`src/rtl/mux_pkg.sv`:
```
// mux_pkg: shared types and helpers for the arbitrated multiplexer.
//   arb_mode_t - arbitration policy selector (round-robin / fixed priority)
//   next_idx   - modular increment of a channel index, valid for any channel count
package mux_pkg;

  typedef enum logic {
    ARB_RR    = 1'b0,
    ARB_FIXED = 1'b1
  } arb_mode_t;

  // (idx + 1) mod n without a divider; idx is always in [0, n-1]
  function automatic int next_idx(input int idx, input int n);
    return (idx + 1 >= n) ? 0 : idx + 1;
  endfunction

endpackage

```
`src/rtl/rr_arbiter.sv`:
```
// rr_arbiter: combinational request arbiter.
//   req       [NCH-1:0]  per-channel request
//   ptr       [SELW-1:0] round-robin starting point (ignored in fixed mode)
//   mode      1          0 = round-robin from ptr, 1 = lowest index wins
//   grant     [NCH-1:0]  one-hot grant (zero when no request)
//   grant_idx [SELW-1:0] encoded index of the granted channel
//   any_grant 1          some request was granted
module rr_arbiter
  import mux_pkg::*;
#(
  parameter int NCH = 4,
  localparam int SELW = $clog2(NCH)
) (
  input  logic [NCH-1:0]  req,
  input  logic [SELW-1:0] ptr,
  input  logic            mode,
  output logic [NCH-1:0]  grant,
  output logic [SELW-1:0] grant_idx,
  output logic            any_grant
);

  // Both searches run from the far end toward the preferred end so the last
  // hit (the highest-priority one) is the one that sticks.
  always_comb begin
    grant     = '0;
    grant_idx = '0;
    any_grant = 1'b0;
    if (arb_mode_t'(mode) == ARB_FIXED) begin
      for (int i = NCH - 1; i >= 0; i--) begin
        if (req[i]) begin
          grant_idx = SELW'(i);
          any_grant = 1'b1;
        end
      end
    end else begin
      for (int k = NCH - 1; k >= 0; k--) begin
        if (req[(int'(ptr) + k) % NCH]) begin
          grant_idx = SELW'((int'(ptr) + k) % NCH);
          any_grant = 1'b1;
        end
      end
    end
    if (any_grant) grant[grant_idx] = 1'b1;
  end

endmodule

```
`src/rtl/arb_mux_n.sv`:
```
// arb_mux_n: NCH-channel, WIDTH-bit registered mux with arbitration and
// valid/ready handshaking on both sides.
//   clk, reset_n          clock, synchronous active-low reset
//   mode                  0 = round-robin, 1 = fixed priority
//   in_valid/in_data      per-channel requests and words
//   in_ready              per-channel accept (one-hot or zero)
//   out_valid/out_data    one-entry output register
//   out_ch                channel that supplied out_data
//   out_ready             consumer accept
module arb_mux_n
  import mux_pkg::*;
#(
  parameter int WIDTH = 64,
  parameter int NCH = 4,
  localparam int SELW = $clog2(NCH)
) (
  input  logic                       clk,
  input  logic                       reset_n,
  input  logic                       mode,
  input  logic [NCH-1:0]             in_valid,
  input  logic [NCH-1:0][WIDTH-1:0]  in_data,
  output logic [NCH-1:0]             in_ready,
  output logic                       out_valid,
  output logic [WIDTH-1:0]           out_data,
  output logic [SELW-1:0]            out_ch,
  input  logic                       out_ready
);

  logic             out_valid_q, out_valid_d;
  logic [WIDTH-1:0] out_data_q, out_data_d;
  logic [SELW-1:0]  out_ch_q, out_ch_d;
  logic [SELW-1:0]  ptr_q, ptr_d;

  logic [NCH-1:0]   grant;
  logic [SELW-1:0]  grant_idx;
  logic             any_grant;
  logic             load_en;
  logic             xfer;

  rr_arbiter #(.NCH(NCH)) u_arb (
    .req       (in_valid),
    .ptr       (ptr_q),
    .mode      (mode),
    .grant     (grant),
    .grant_idx (grant_idx),
    .any_grant (any_grant)
  );

  always_comb begin
    // Register can take a word when empty or being drained this same cycle.
    load_en  = !out_valid_q || out_ready;
    xfer     = any_grant && load_en && reset_n;
    in_ready = (load_en && reset_n) ? grant : '0;

    out_valid_d = out_valid_q;
    out_data_d  = out_data_q;
    out_ch_d    = out_ch_q;
    ptr_d       = ptr_q;

    if (xfer) begin
      out_valid_d = 1'b1;
      out_data_d  = in_data[grant_idx];
      out_ch_d    = grant_idx;
      if (arb_mode_t'(mode) == ARB_RR) begin
        ptr_d = SELW'(next_idx(int'(grant_idx), NCH));
      end
    end else if (out_valid_q && out_ready) begin
      // Drain only: data and channel keep their last values.
      out_valid_d = 1'b0;
    end
  end

  always_ff @(posedge clk) begin
    if (!reset_n) begin
      out_valid_q <= 1'b0;
      out_data_q  <= '0;
      out_ch_q    <= '0;
      ptr_q       <= '0;
    end else begin
      out_valid_q <= out_valid_d;
      out_data_q  <= out_data_d;
      out_ch_q    <= out_ch_d;
      ptr_q       <= ptr_d;
    end
  end

  assign out_valid = out_valid_q;
  assign out_data  = out_data_q;
  assign out_ch    = out_ch_q;

endmodule

```
`config.mk`:
```
export PLATFORM = sky130hd
export DESIGN_NAME = arb_mux_n
export DESIGN_NICKNAME = d
export VERILOG_FILES = /design/src/rtl/mux_pkg.sv /design/src/rtl/rr_arbiter.sv /design/src/rtl/arb_mux_n.sv
export SDC_FILE = /design/constraint.sdc
export NUM_CORES = 1
export LEC_CHECK = 0
export BUFFER_PORTS_ARGS = -buffer_cell sky130_fd_sc_hd__clkbuf_2
export CORE_AREA = 2 2 128 130
export DETAILED_ROUTE_END_ITERATION = 7
export DIE_AREA = 0 0 130 132
export PLACE_DENSITY = 0.7
export SLEW_MARGIN = 15
export SYNTH_ARGS = -nofsm -noshare
export SYNTH_HDL_FRONTEND = slang
export SYNTH_SLANG_ARGS = --single-unit
export TNS_END_PERCENT = 20
```
`constraint.sdc`:
```
create_clock -name clk -period 4.8 [get_ports clk]
set_input_delay 0.48 -clock clk [delete_from_list [all_inputs] [get_ports clk]]
set_output_delay 0.48 -clock clk [all_outputs]
set_load 0.03 [all_outputs]
```
Word-level counts from Yosys, hierarchy flattened
Index checks and enable logic that the tools add are counted.

storage, ports and cells
  flip-flop bits (word level) = 69
  input port bits = 264
  output and inout bits = 71
  ROM bits = 0
  memories kept = 0
  memory bits (writable) = 0
  latch bits = 0
  word-level logic and storage cells = 69

operators by class
  $add $sub $neg = 4
  magnitude comparators = 7
  shifts and indexed selects = 0
  bitwise logic cells = 4
  multipliers = 0
  reduce and logical (&&, ||, !) cells = 12
  equality and inequality tests = 0
  multiplexer cells = 38
  divide/modulo/power cells = 0

operator list
  kind                                                                                  number
  64-bit binary-select mux with 2-bit select                                            1
  64-bit 2-to-1 mux                                                                     1
  2-bit 2-to-1 mux                                                                      10
  1-bit 2-to-1 mux                                                                      19
  3-bit by 4-bit < comparator with 1-bit output (second input constant)                 3
  1-bit binary-select mux with 2-bit select                                             4
  4-bit 2-to-1 mux                                                                      2
  2-bit by 3-bit < comparator with 1-bit output (second input constant)                 2
  2-bit OR reduction                                                                    3
  1-bit logical AND                                                                     5
  2-bit adder (second input constant)                                                   2
  2-bit by 1-bit adder with 3-bit output (second input constant)                        1
  1-bit bitwise AND (first input constant)                                              3
  3-bit greater-or-equal comparator (second input constant)                             1
  2-bit by 1-bit adder with 2-bit output (second input constant)                        1
  1-bit demux with 2-bit select                                                         1
  2-bit by 1-bit greater-or-equal comparator with 1-bit output (second input constant)  1
  2-bit AND reduction                                                                   1
  2-bit nonzero test                                                                    1
  1-bit logical NOT                                                                     1
  1-bit logical OR                                                                      1
  1-bit inverter                                                                        1

Logic depth before layout (Yosys ltp)
  word-level depth = 17
  gate-level depth with buffers = 9
  mapped depth without buffers = 7

Hierarchy
Synthesis repeated with hierarchy kept, for this count alone.

unflattened totals
  cells, all modules = 414
  area total of the unflattened synthesis = 4227.8 sq um

by module, submodules not included
  module      sequential area each (sq um)  times used  cells each  area each (sq um)
  arb_mux_n   1381.3                        1           393         4072.7
  rr_arbiter  0.0                           1           21          155.1

Worst setup path before layout
Ideal clock, no wire load.

  kind = input port to output port
  start point = in in_valid[0]
  end point = out in_ready[0]
  cell stages on the path = 7
  arrival = 2.144 ns
  slack = 2.176 ns
  required time = 4.320 ns
  path buffers = 2
  cells stage by stage = buf_2 nor2b_2 a22o_1 o32ai_4 buf_6 and2_1 nor3_1

on the way
  cells in the longest elaborated chain, start to end = 14
  elaborated cells on any way between the ends = 30
  those cells by class = order compare: 2; mux: 27; reduce/logical: 1

ends and longest elaborated chain
  item                                                                                                                                                        RTL line          source
  start, declared                                                                                                                                             arb_mux_n.sv:20   input logic [NCH-1:0] in_valid,
  1-bit binary-select mux with 2-bit select                                                                                                                   rr_arbiter.sv:37  if (req[(int'(ptr) + k) % NCH]) begin
  1-bit 2-to-1 mux (not written as such) (2 in a row)                                                                                                         rr_arbiter.sv:37
  2-bit 2-to-1 mux (4 in a row)                                                                                                                               rr_arbiter.sv:37
  2-bit 2-to-1 mux                                                                                                                                            rr_arbiter.sv:28  if (arb_mode_t'(mode) == ARB_FIXED) begin
  2-bit by 3-bit < comparator with 1-bit output (not written as such) / 2-bit by 1-bit greater-or-equal comparator with 1-bit output (equally long branches)  rr_arbiter.sv:43  if (any_grant) grant[grant_idx] = 1'b1;
  1-bit logical AND (not written as such)                                                                                                                     rr_arbiter.sv:43
  1-bit 2-to-1 mux (not written as such)                                                                                                                      rr_arbiter.sv:43
  1-bit demux with 2-bit select                                                                                                                               --
  4-bit 2-to-1 mux *                                                                                                                                          rr_arbiter.sv:43
  4-bit 2-to-1 mux *                                                                                                                                          arb_mux_n.sv:53   in_ready = (load_en && reset_n) ? grant : '0;
  end, declared                                                                                                                                               arb_mux_n.sv:22   output logic [NCH-1:0] in_ready,

Every way passes the cells marked *; elsewhere a longest branch is shown, timed or not. The select of a mux whose other input is x is not followed.

Worst setup path after layout
  start point = in reset_n
  end point = out in_ready[0]

on the way
  cells in the longest elaborated chain, start to end = 2

ends and longest elaborated chain
  item               RTL line         source
  start, declared    arb_mux_n.sv:18  input logic reset_n,
  1-bit logical AND  arb_mux_n.sv:53
  4-bit 2-to-1 mux   arb_mux_n.sv:53

No other way between the ends.

==> results_dict.tcl <==
set metrics [dict create \
    drive_above_1_share 0.405 \
    core_um2 15700 \
    fp-row-count 46 \
    worst_pin_slew_ns 0.979 \
    crit_type "in -> out" \
    drtIter0Drc 491 \
    r2r_start "ptr_q[0]$_SDFFE_PN0P_" \
    grt_pass1_wl_um 32600 \
    cts_setup_buffers 0 \
    antenna_found_initial 0 \
    syn_to_final_growth_pct 36.3 \
    pre_cts_ws_ns 1.43 \
    tns_ns 0 \
    slew_violations 0 \
    setup_ws_ns 1.45 \
    routedWlPerCell_um 19.1 \
    hold_path.class "in -> reg" \
    yosys_warnings 0 \
    grt_pass1_vias 6372 \
    ys_types 38 \
    nNetsFinal 1188 \
    gp_congestion 0.850 \
    dpl_cell_area_um2 6700 \
    setup_viol 0 \
    routed_wl_um 21800 \
    p_leak_nw 3.13 \
    cts_sinks 69 \
    ys_ff_latch 69 \
    syn_avg_cell_area_um2 7.62 \
    die-area_um2 17200 \
    cap_violations 0 \
    slew_headroom 0.347 \
    rsz0062_at_grt "false" \
    rr_worst_depth 6 \
    whs_endpoint "out_data[51]$_SDFFE_PN0P_" \
    post_cts_resized 0 \
    yosysTopAreaCell "dfxtp_1" \
    antennaDiodeCount 0 \
    ys.flop_type "dfxtp_1" \
    cts_htree_levels 3 \
    place_hpwl_um 14500 \
    min_period_ns 3.35 \
    path_clk_slew_ns 0.06 \
    die_w_um 130 \
    vias 6784 \
    chipHeight_um 132 \
    synth_top_area_frac 0.268 \
    synth.area.top_cells "dfxtp_1 27%, a22o_1 11%, a41oi_1 11%" \
    peakVddDrop_mv 0.200 \
    post-route-drc-count 0 \
    start_kind "primary input" \
    r2r_setup_slack_ns 2.26 \
    synthesis.area_um2 5150 \
    critPathArrivalTime_ns 2.87 \
    grt_max_degree 194 \
    whs_ns 0.401 \
    start_util 0.328 \
    min_path_cells 3 \
    firstDrtPassIters 6 \
    final_area_um2 7020 \
    dp_cells 1128 \
    synthArstFlopShare 0 \
    ys_seq_area_frac 0.268 \
    r2r-end "out_data[44]$_SDFFE_PN0P_" \
    final_cells 1144 \
    hold_buffers 0 \
    finalCritPeriodShare 0.697 \
    post-route-util 0.447 \
    ant_nets 0 \
    track_usage 0.238 \
    vias_per_cell 5.93 \
    hp-start "in_data[115]" \
    power.density_nw_per_um2 316 \
    cts_buffers 9 \
    clockRootBuffer "clkbuf_16" \
    synth_edf_count 0 \
    insertion_delay_ns 0.33 \
    status "completed" \
    cts_buffer_depth 2 \
    skew_ns 0.00268 \
    ios 335 \
    io_buffer_count 334 \
    total_power_mw 2.22 \
    cts_tree "done" \
    globalRoute.totalOverflow 0 \
    hold_violations 0 \
    netlist_instances 676 \
    required_ns 4.32 \
    syn_nets 941 \
    clock.fmax_mhz 299 \
    worstSetupEndpointType "output pin" \
    worstPathMaxFanout 70 \
]
## flip-flops by register name (all words and copies together) (netlist names)
name,flops
out_ch,2
out_valid,1
ptr_q,2
out_data,64
## cell type report
cell class | count | area, um2
Sequential cell | 69 | 1380
Clock buffer | 12 | 267
Multi-Input combinational cell | 495 | 3280
Tap cell | 216 | 270
Clock inverter | 4 | 45.0
Fill cell | 1639 | 8690
Inverter | 3 | 11.3
Timing Repair Buffer | 345 | 1770
## cells in the final DEF (no fill, tap or decap), types with 9 or more instances in the layout
cell type	n
a21oi_1	65
a22o_1	65
a31oi_1	64
a41oi_1	64
buf_4	10
clkbuf_16	9
clkbuf_2	334
dfxtp_1	69
nand3_1	65
nand4_1	64
o21ai_0	65
## worst max-delay path: stages
cell and delay (ns):
clkbuf_2 0.09, buf_4 0.63, nand3_2 0.91, nor3_1 0.45, clkbuf_2 0.26
## worst max-delay path by stage
| stage | slack (ns) | cells after the start | to | start |
|---|---|---|---|---|
| after floorplan | 2.18 | 7 | in_ready[0] | in_valid[0] |
| after global placement | 1.51 | 5 | in_ready[0] | reset_n |
| after detailed placement | 1.43 | 5 | in_ready[0] | reset_n |
| after CTS | 1.42 | 5 | in_ready[0] | reset_n |
| after global routing | 1.30 | 5 | in_ready[0] | reset_n |
| final | 1.45 | 5 | in_ready[0] | reset_n |
## metal layers
| layer | GRT usage | vias to the layer above | share of wire |
|---|---|---|---|
| li1 | - | 3244 | - |
| met1 | 0.282 | 3158 | 0.41 |
| met2 | 0.403 | 326 | 0.48 |
| met3 | 0.0605 | 56 | 0.078 |
| met4 | 0.102 | 0 | 0.034 |
| met5 | 0 | - | 0 |
## synth_stat cells, types with 2 or more instances
cell type / number
dfxtp_1: 69
a21oi_1: 65
a22o_1: 65
nand3_1: 65
o21ai_0: 65
a31oi_1: 64
a41oi_1: 64
nand4_1: 64
clkbuf_1: 62
buf_2: 27
buf_6: 8
buf_1: 7
nand2_1: 6
a21boi_0: 5
buf_4: 5
nand2b_1: 4
and2_1: 2
and3_1: 2
inv_1: 2
nor2_1: 2
nor2b_2: 2
nor3_1: 2
nor3b_1: 2
o221a_2: 2
o221ai_1: 2
## logic make-up after synthesis
family,Yosys count,share of synthesized area
AO/OA/AOI/OAI,339,0.455
AND/OR/NAND/NOR,155,0.171
buffers and inverters,112,0.104
flip-flops,69,0.268
adder cells (fa/ha/maj),1,0.00243
## report_power, final
part / internal, mW / total, mW / switching (mW) / leakage [nW]
registers: 0.654 / 0.699 / 0.0451 / 0.579
logic: 0.293 / 0.828 / 0.535 / 2.39
clock network: 0.442 / 0.689 / 0.247 / 0.158
total: 1.39 / 2.22 / 0.827 / 3.13
No activity file was read; power rests on OpenSTA's default activity.
